## src/rtl/lc3b_types.sv

```systemverilog
// Shared LC-3b pipeline types: word/register aliases plus the MEM-stage enums.
// Pure declarations, no logic.
// Imported by every pipeline stage that needs these widths or encodings.
package lc3b_types;

  typedef logic [15:0] lc3b_word;
  typedef logic [2:0]  lc3b_reg;

  // Memory operation carried down the pipe from decode; encoding 7 decodes as NONE.
  typedef enum logic [2:0] {
    MOP_NONE = 3'd0,
    MOP_LDW  = 3'd1,
    MOP_LDB  = 3'd2,
    MOP_STW  = 3'd3,
    MOP_STB  = 3'd4,
    MOP_LDI  = 3'd5,
    MOP_STI  = 3'd6
  } lc3b_mem_op;

  // Writeback source select; 3 aliases the ALU result.
  typedef enum logic [1:0] {
    RFM_ALU  = 2'd0,
    RFM_MEM  = 2'd1,
    RFM_PC   = 2'd2,
    RFM_ALU2 = 2'd3
  } lc3b_regfilemux_sel;

  // IDLE services direct accesses and the pointer fetch of LDI/STI.
  typedef enum logic [1:0] {
    IDLE     = 2'd0,
    IND_GAP  = 2'd1,
    IND_DATA = 2'd2
  } mem_stage_state_t;

  localparam lc3b_word WORD_ADDR_MASK = 16'hFFFE;

  // Map a raw 3-bit op field onto the enum, folding the unused code into NONE.
  function automatic lc3b_mem_op decode_mem_op(input logic [2:0] raw);
    case (raw)
      3'd1:    decode_mem_op = MOP_LDW;
      3'd2:    decode_mem_op = MOP_LDB;
      3'd3:    decode_mem_op = MOP_STW;
      3'd4:    decode_mem_op = MOP_STB;
      3'd5:    decode_mem_op = MOP_LDI;
      3'd6:    decode_mem_op = MOP_STI;
      default: decode_mem_op = MOP_NONE;
    endcase
  endfunction

endpackage

```

## src/rtl/mem_byte_align.sv

```systemverilog
// Byte-lane alignment for loads and stores: sign-extends LDB data, replicates STB data.
// Latency: purely combinational, zero cycles.
// Backpressure: none; follows the inputs of the enclosing stage.
module mem_byte_align
  import lc3b_types::*;
(
  input  logic       i_addr_lsb,
  input  lc3b_mem_op i_op,
  input  lc3b_word   i_mem_rdata,
  input  lc3b_word   i_store_data,
  output lc3b_word   o_load_data,
  output lc3b_word   o_wdata,
  output logic [1:0] o_byte_enable
);

  logic [7:0] w_lane_byte;

  assign w_lane_byte = i_addr_lsb ? i_mem_rdata[15:8] : i_mem_rdata[7:0];

  // Lane select and data formatting per operation; word ops pass through untouched.
  always_comb begin
    o_load_data   = i_mem_rdata;
    o_wdata       = i_store_data;
    o_byte_enable = 2'b00;
    case (i_op)
      MOP_LDB: o_load_data = {{8{w_lane_byte[7]}}, w_lane_byte};
      MOP_STB: begin
        o_wdata       = {i_store_data[7:0], i_store_data[7:0]};
        o_byte_enable = i_addr_lsb ? 2'b10 : 2'b01;
      end
      MOP_STW, MOP_STI: o_byte_enable = 2'b11;
      default: ;
    endcase
  end

endmodule

```

## src/rtl/mem_stage.sv

```systemverilog
// LC-3b MEM stage: drives the data-memory handshake and selects the writeback value.
// Latency: zero added cycles for non-memory ops; memory ops finish in the mem_resp cycle.
// Backpressure: stall_out holds upstream while memory is busy; MEM/WB sees a bubble.
// Optional MEM_STAGE_PERF_EN adds a saturating 32-bit stall_count output.
module mem_stage
  import lc3b_types::*;
(
  input  logic        clk,
  input  logic        rst,
  input  logic        valid_in,
  input  logic [2:0]  mem_op_in,
  input  logic [2:0]  dest_in,
  input  logic [15:0] alu_out_in,
  input  logic [15:0] store_data_in,
  input  logic [15:0] pc_in,
  input  logic [1:0]  regfilemux_sel_in,
  input  logic        load_regfile_in,
  input  logic [15:0] mem_rdata,
  input  logic        mem_resp,
  output logic [15:0] mem_address,
  output logic [15:0] mem_wdata,
  output logic        mem_read,
  output logic        mem_write,
  output logic [1:0]  mem_byte_enable,
  output logic [2:0]  dest_out,
  output logic [15:0] regfilemux_out,
  output logic        load_regfile_out,
  output logic        stall_out
`ifdef MEM_STAGE_PERF_EN
  ,
  output logic [31:0] stall_count
`endif
);

  mem_stage_state_t r_state, w_next;
  lc3b_word         r_ptr_q;

  lc3b_mem_op w_op;
  logic       w_active, w_indirect, w_byte_op;
  logic       w_read, w_write, w_stall, w_done, w_ptr_load;
  lc3b_word   w_addr, w_load_data, w_wdata, w_rfm;
  logic [1:0] w_be;

  assign w_op       = decode_mem_op(mem_op_in);
  assign w_active   = valid_in && (w_op != MOP_NONE);
  assign w_indirect = (w_op == MOP_LDI) || (w_op == MOP_STI);
  assign w_byte_op  = (w_op == MOP_LDB) || (w_op == MOP_STB);

  mem_byte_align u_align (
    .i_addr_lsb    (alu_out_in[0]),
    .i_op          (w_op),
    .i_mem_rdata   (mem_rdata),
    .i_store_data  (store_data_in),
    .o_load_data   (w_load_data),
    .o_wdata       (w_wdata),
    .o_byte_enable (w_be)
  );

  // Next state and request generation; mem_resp only matters while a request is up.
  always_comb begin
    w_next     = r_state;
    w_read     = 1'b0;
    w_write    = 1'b0;
    w_addr     = 16'h0000;
    w_stall    = 1'b0;
    w_done     = 1'b0;
    w_ptr_load = 1'b0;
    case (r_state)
      IDLE: begin
        if (w_active) begin
          w_addr  = w_byte_op ? alu_out_in : (alu_out_in & WORD_ADDR_MASK);
          w_write = (w_op == MOP_STW) || (w_op == MOP_STB);
          w_read  = !w_write;
          if (w_indirect) begin
            // Pointer fetch: never completes the instruction here.
            w_stall = 1'b1;
            if (mem_resp) begin
              w_ptr_load = 1'b1;
              w_next     = IND_GAP;
            end
          end else begin
            w_done  = mem_resp;
            w_stall = !mem_resp;
          end
        end
      end
      IND_GAP: begin
        // One request-free cycle so memory sees two distinct accesses.
        w_stall = 1'b1;
        w_next  = IND_DATA;
      end
      IND_DATA: begin
        w_addr  = r_ptr_q & WORD_ADDR_MASK;
        w_read  = (w_op == MOP_LDI);
        w_write = (w_op == MOP_STI);
        w_stall = !mem_resp;
        if (mem_resp) begin
          w_done = 1'b1;
          w_next = IDLE;
        end
      end
      default: w_next = IDLE;
    endcase
  end

  // Writeback source select.
  always_comb begin
    case (lc3b_regfilemux_sel'(regfilemux_sel_in))
      RFM_MEM: w_rfm = w_load_data;
      RFM_PC:  w_rfm = pc_in;
      default: w_rfm = alu_out_in;
    endcase
  end

  // All outputs forced low while reset is held; byte enables only qualify writes.
  assign mem_address      = rst ? 16'h0000 : w_addr;
  assign mem_wdata        = rst ? 16'h0000 : w_wdata;
  assign mem_read         = !rst && w_read;
  assign mem_write        = !rst && w_write;
  assign mem_byte_enable  = (rst || !w_write) ? 2'b00 : w_be;
  assign dest_out         = rst ? 3'd0 : dest_in;
  assign regfilemux_out   = rst ? 16'h0000 : w_rfm;
  assign load_regfile_out = !rst && valid_in && load_regfile_in && (!w_active || w_done);
  assign stall_out        = !rst && w_stall;

  // State register and indirect pointer capture.
  always_ff @(posedge clk) begin
    if (rst) begin
      r_state <= IDLE;
      r_ptr_q <= 16'h0000;
    end else begin
      r_state <= w_next;
      if (w_ptr_load) r_ptr_q <= mem_rdata;
    end
  end

`ifdef MEM_STAGE_PERF_EN
  logic [31:0] r_stall_count;
  assign stall_count = r_stall_count;

  // Saturating count of stall cycles.
  always_ff @(posedge clk) begin
    if (rst) r_stall_count <= 32'd0;
    else if (stall_out && (r_stall_count != 32'hFFFF_FFFF)) r_stall_count <= r_stall_count + 32'd1;
  end
`endif

endmodule

```

## config.mk

```make
export PLATFORM = sky130hd
export DESIGN_NAME = mem_stage
export DESIGN_NICKNAME = d
export VERILOG_FILES = /design/src/rtl/lc3b_types.sv /design/src/rtl/mem_byte_align.sv /design/src/rtl/mem_stage.sv
export SDC_FILE = /design/constraint.sdc
export NUM_CORES = 1
export LEC_CHECK = 0
export ABC_AREA = 1
export CELL_PAD_IN_SITES_DETAIL_PLACEMENT = 0
export CELL_PAD_IN_SITES_GLOBAL_PLACEMENT = 2
export CORE_MARGIN = 2
export CORE_UTILIZATION = 13
export DETAILED_ROUTE_END_ITERATION = 8
export PLACE_DENSITY = 0.79
export SYNTH_ARGS = -nofsm -noshare
export SYNTH_HDL_FRONTEND = slang
export SYNTH_SLANG_ARGS = --single-unit
export TNS_END_PERCENT = 20
```

## constraint.sdc

```tcl
create_clock -name clk -period 1.1 [get_ports clk]
set_input_delay 0.11 -clock clk [delete_from_list [all_inputs] [get_ports clk]]
set_output_delay 0.11 -clock clk [all_outputs]
set_load 0.005 [all_outputs]
```

* Word-level counts from Yosys, hierarchy flattened *
Index checks and enable logic that the tools add are counted.

cells by class
  bitwise gates (word level) = 0
  divide/modulo/power cells = 0
  multiplexer cells = 34
  order comparisons = 0
  add/subtract/negate cells = 0
  eq/ne operators = 19
  shifts and indexed selects = 0
  $mul = 0
  reductions and logical operators = 21

operator list
  kind                                           count
  two-way mux 16 bit                             6
  case mux 16 bit (2 select lines)               2
  == test 3 bit, second input constant           6
  case mux 3 bit (6 select lines)                1
  == test 3 x 2 -> 1 bit, second input constant  4
  two-way mux 2 bit                              6
  two-way mux 1 bit                              11
  two-way mux 8 bit                              1
  != test 2 bit, second input constant           4
  logical AND 1 bit                              7
  case mux 1 bit (2 select lines)                3
  case mux 2 bit (3 select lines)                1
  logical NOT 1 bit                              5
  logical OR 1 bit                               5
  == test 2 x 1 -> 1 bit, second input constant  2
  == test 2 bit, second input constant           2
  case mux 2 bit (2 select lines)                1
  AND reduction 4 bit                            1
  == test 3 x 1 -> 1 bit, second input constant  1
  two-way mux 3 bit                              1
  case mux 1 bit (3 select lines)                1
  nonzero test 3 bit                             1
  logical NOT 2 bit                              1
  OR reduction 2 bit                             1

storage, ports and cells
  RAM bits = 0
  output and inout port bits = 57
  memories = 0
  bits of input ports = 77
  register bits = 18
  word-level logic and storage cells = 76
  memory bits (read-only) = 0
  bits in latches = 0

* Longest topological paths before layout *
  depth after elaboration = 9
  gate-level depth with buffers = 10
  mapped depth without buffers = 8

* Hierarchy *
Synthesis repeated with hierarchy kept, for this count alone.

unflattened totals
  cells, all modules = 421
  area, all modules = 2,275.9 um^2

modules (own cells, without submodules)
  module          area an instance (um^2)  times used  cells an instance
  mem_stage       1,752.9                  1           306
  mem_byte_align  523.0                    1           115

* Worst setup path before layout *
No wires, ideal clock.

  kind = input -> output
  start point = input port regfilemux_sel_in[0]
  end point = output port regfilemux_out[13]
  arrival time = 1,161 ps
  cell stages on the path = 7
  slack = -171 ps
  buffers on the path = 2
  cell sequence = inv_1 -> ha_1 -> clkbuf_1 -> inv_1 -> clkbuf_1 -> o21ai_0 -> a21oi_1

on the way
  longest elaborated chain between the ends = 3

ends and longest elaborated chain
  element                                                  line              source
  from (decl)                                              mem_stage.sv:16   input logic [1:0] regfilemux_sel_in,
  == test 2 bit or == test 2 x 1 -> 1 bit (tied branches)  mem_stage.sv:108  case (lc3b_regfilemux_sel'(regfilemux_sel_in))
  case mux 16 bit (2 select lines) *                       mem_stage.sv:108
  two-way mux 16 bit *                                     mem_stage.sv:122  assign regfilemux_out = rst ? 16'h0000 : w_rfm;
  to (decl)                                                mem_stage.sv:26   output logic [15:0] regfilemux_out,

Mark *: on every way between the ends. The rest lies on a longest branch, timed or not.

* Worst setup path in the final report *
  start point = register r_state[0]
  end point = output port mem_address[0]

on the way
  longest elaborated chain between the ends = 3

ends and longest elaborated chain
  element                                             line              source
  from (decl)                                         mem_stage.sv:35   mem_stage_state_t r_state, w_next;
  from (signal assigned)                              mem_stage.sv:132  r_state <= w_next;
  == test 2 bit or logical NOT 2 bit (tied branches)  mem_stage.sv:68   case (r_state)
  case mux 16 bit (2 select lines) *                  mem_stage.sv:68
  two-way mux 16 bit *                                mem_stage.sv:116  assign mem_address = rst ? 16'h0000 : w_addr;
  to (decl)                                           mem_stage.sv:20   output logic [15:0] mem_address,

Marked as above.

==> metrics.md <==
| Metric | Value |
|---|---|
| Crit path from | `r_state[0]` |
| WL per Instance | `approximately 15 microns` |
| Synth Net Count | `436` |
| Total gr overflow | `0` |
| Arr. time, crit path | `1.43 ns` |
| CTS Buffer Depth | `2` |
| R2R cell count | `9` |
| # diodes | `0` |
| Ys Warns | `0` |
| Worst hold endpoint | `r_ptr_q[15]` |
| Gr usage total | `0.133` |
| Crit path launch type | `flop` |
| Async S/R FF share, synth | `0` |
| Crit path kind | `reg2out` |
| FILL cells | `roughly 1500` |
| Remaining DRCs | `0` |
| Slew Viols, Final | `0` |
| Die height | `124 microns` |
| Crit path max-delay family | `buffers and inverters` |
| Full die area | `0.0153 sq mm` |
| GPL Wtd Cong | `between 0.8 and 0.9` |
| Footprint of the multi-input gates | `0.00164 sq mm` |
| Crit path buf inv count | `4` |
| Synthesized area per cell | `5.22 sq um` |
| Commonest cells after routing, fill and taps aside | `nand2_1, clkdlybuf4s50_1, nor2_1` |
| Initial antenna violation count | `0` |
| CP Depth | `8` |
| Setup TNS Final | `-13.95 ns` |
| FF-to-FF Start | `r_state[0]` |
| DPL Wire Length | `8090 microns` |
| Worst hold stages | `6` |
| Wirelength, routed | `10700 microns` |
| Crit path max fanout | `4` |
| Setup violators final | `61` |
| CTS tree | `done` |
| H-tree levels | `1` |
| Outcome | `finished with violations` |
| PwrDens | `662 mW/mm^2` |
| Core ar. | `between 0.01 and 0.015 sq mm` |
| Worst-path cell chain | `nor2_4, inv_2, nor2_4, buf_6, buf_6, nand2_4, a21oi_2, buf_2` |
| Seq cells post-synth | `17` |
| Synth cell types | `24` |
| Worst endpoint required time | `around 0.99 ns` |
| Element type at the critical path end | `primary output` |
| Initial core utilization | `0.134` |
| Most common cell after layout, fill and taps aside | `nand2_1` |
| Slowest stage delay, CP | `0.36 ns` |
| Worst-path clk slew | `0.05 ns` |
| Reg area | `345 sq um` |
| Failing checks | `setup timing` |
| Seq/Total Area, Yosys | `0.183` |
| Tcrit/Tclk final | `1.40` |
| Fin nets | `approximately 620` |
| Fraction of layout cells with a size suffix above 1 | `0.433` |
| Post-synth EDFFs | `0` |
| Via density | `slightly above 4` |
| Worst slew pin tran | `roughly 0.24 ns` |
| WHS | `0.348 ns` |
| Clock Latency Late Sink | `between 0.2 and 0.3 ns` |
| Worst Hold Class | `in2reg` |
| Tot Pwr | `2.83 mW` |
| Critical-path top delay cell | `dfxtp_4` |
| Fmax | `~650 MHz` |
| Area Growth Syn to Fin | `129%` |
| Reg-to-Reg End | `r_ptr_q[12]` |
| VDD IR max | `around 0.00044 V` |
| RSZ-0062 raised after global routing | `yes` |
| Clk sinks | `17` |
| Final Skew | `between 0.0003 and 0.0004 ns` |
| Pleak | `~1.9 nW` |
| Max cap viols | `0` |
| Hold Vio Cnt, Final | `0` |
| Top FF cell, synth | `dfxtp_1` |
| Post-route setup slack | `-0.441 ns` |
| Final min period | `approximately 1.5 ns` |
| Clk Tree Root Cell | `clkbuf_16` |
| Vias in the first global route | `3032` |
| Worst Min Path Start | `mem_rdata[15]` |
| CTS Buf Count | `3` |
| Port bufs | `133` |
| Slew headroom | `0.839` |
| Antenna viol nets, final | `0` |
| DIE WIDTH | `124 microns` |
| Pin count of the biggest net entering global routing | `31` |
| I/O pins | `134` |
| First-pass iteration count of the detailed router | `4` |
| Cell area after synthesis | `0.00186 sq mm` |
| Initial DRC Count | `approximately 120` |
| Worst reg-to-reg setup slack | `-0.22 ns` |
| Vias | `around 2900` |
| Row Count | `43` |
| Mapped Cells | `around 360` |
| First-pass GRT wire length | `15500 microns` |
final cells by class:
type / instances / share of cell area
multi-input cells: 275 / 0.384
repair buffers: 195 / 0.417
clock buffers: 4 / 0.0184
well taps: 180 / 0.0527
flip-flops and latches: 17 / 0.0807
repair inverters: 1 / 0.00176
inverters: 44 / 0.0453
routing by layer:
layer | GRT usage | vias up | routed length [microns]
li1 | - | 1494 | -
met4 | 0.0398 | 0 | 185
met3 | 0.0201 | 12 | 495
met5 | 0 | - | 0
met2 | 0.253 | 85 | 5530
met1 | 0.152 | 1355 | 4450
worst max path at each step:
stage / end / slack [ns]
finish: mem_address[0] / -0.44
global route: mem_address[0] / -0.54
CTS: mem_address[9] / -0.52
detailed placement: regfilemux_out[3] / -1.06
global placement: regfilemux_out[3] / -1.04
floorplan: mem_address[10] / -0.002
timing repair:
item | 4_1_cts | 5_1_grt
setup endpoints to repair | 74 | 67
cloned | 6 | 0
pin swaps | 28 | 25
hold buffers | 0 | 0
setup buffers | 17 | 1
hold endpoints to repair | 0 | 0
resized for setup | 357 | 41
state kept, by name, summed over array words and instances (netlist names):
signal / count
r_state: 2
r_ptr_q: 15
synthesized netlist by cell type, types with 2 or more instances:
| master | number | area (sq um) |
|---|---|---|
| nor3_1 | 2 | 10.0 |
| nand2_1 | 112 | 420 |
| clkbuf_1 | 12 | 45.0 |
| a21oi_1 | 60 | 300 |
| nor2_1 | 48 | 180 |
| nand4_1 | 3 | 18.8 |
| inv_2 | 3 | 11.3 |
| inv_1 | 39 | 146 |
| dfxtp_1 | 17 | 340 |
| o21ai_0 | 25 | 125 |
| ha_1 | 2 | 25.0 |
| clkinv_1 | 2 | 7.51 |
| buf_6 | 2 | 22.5 |
| buf_4 | 5 | 37.5 |
| nor2_4 | 2 | 22.5 |
| buf_1 | 2 | 7.51 |
| nand3_1 | 13 | 65.1 |
| nor2_2 | 2 | 12.5 |
report_power, final:
part / leakage, nW / total (mW) / switching, mW / internal, mW
sequential: 0.139 / 0.649 / 0.0123 / 0.637
combinational: 1.76 / 1.46 / 0.698 / 0.758
clock: 0.0382 / 0.727 / 0.235 / 0.492
total: 1.94 / 2.83 / 0.945 / 1.89
cell families after synthesis:
group                    Yosys count  share of synthesized area
AND/OR/NAND/NOR                  185                      0.409
AO/OA/AOI/OAI                     87                      0.243
flip-flops                        17                      0.183
buffers and inverters             66                      0.152
adder cells (fa/ha/maj)            2                     0.0134
worst reg2reg max path, delay by kind of cell (launching register included):
kind / cells / cell delay, ns
flops: 1 / 0.36
buf+inv: 4 / 0.50
simple gates: 5 / 0.37
stage by stage:
step / setup WS (ns) / instances / utilization / instance area (sq um)
floorplan: -0.00174 / 357 / - / 1950
global placement: -1.04 / 691 / 0.271 / 3770
detailed placement: -1.06 / 691 / 0.271 / 3770
CTS: -0.519 / 718 / 0.305 / 4250
global route: -0.536 / 716 / 0.307 / 4280
finish: -0.441 / 716 / 0.307 / 4280
Power figures use the tool's default switching activity.
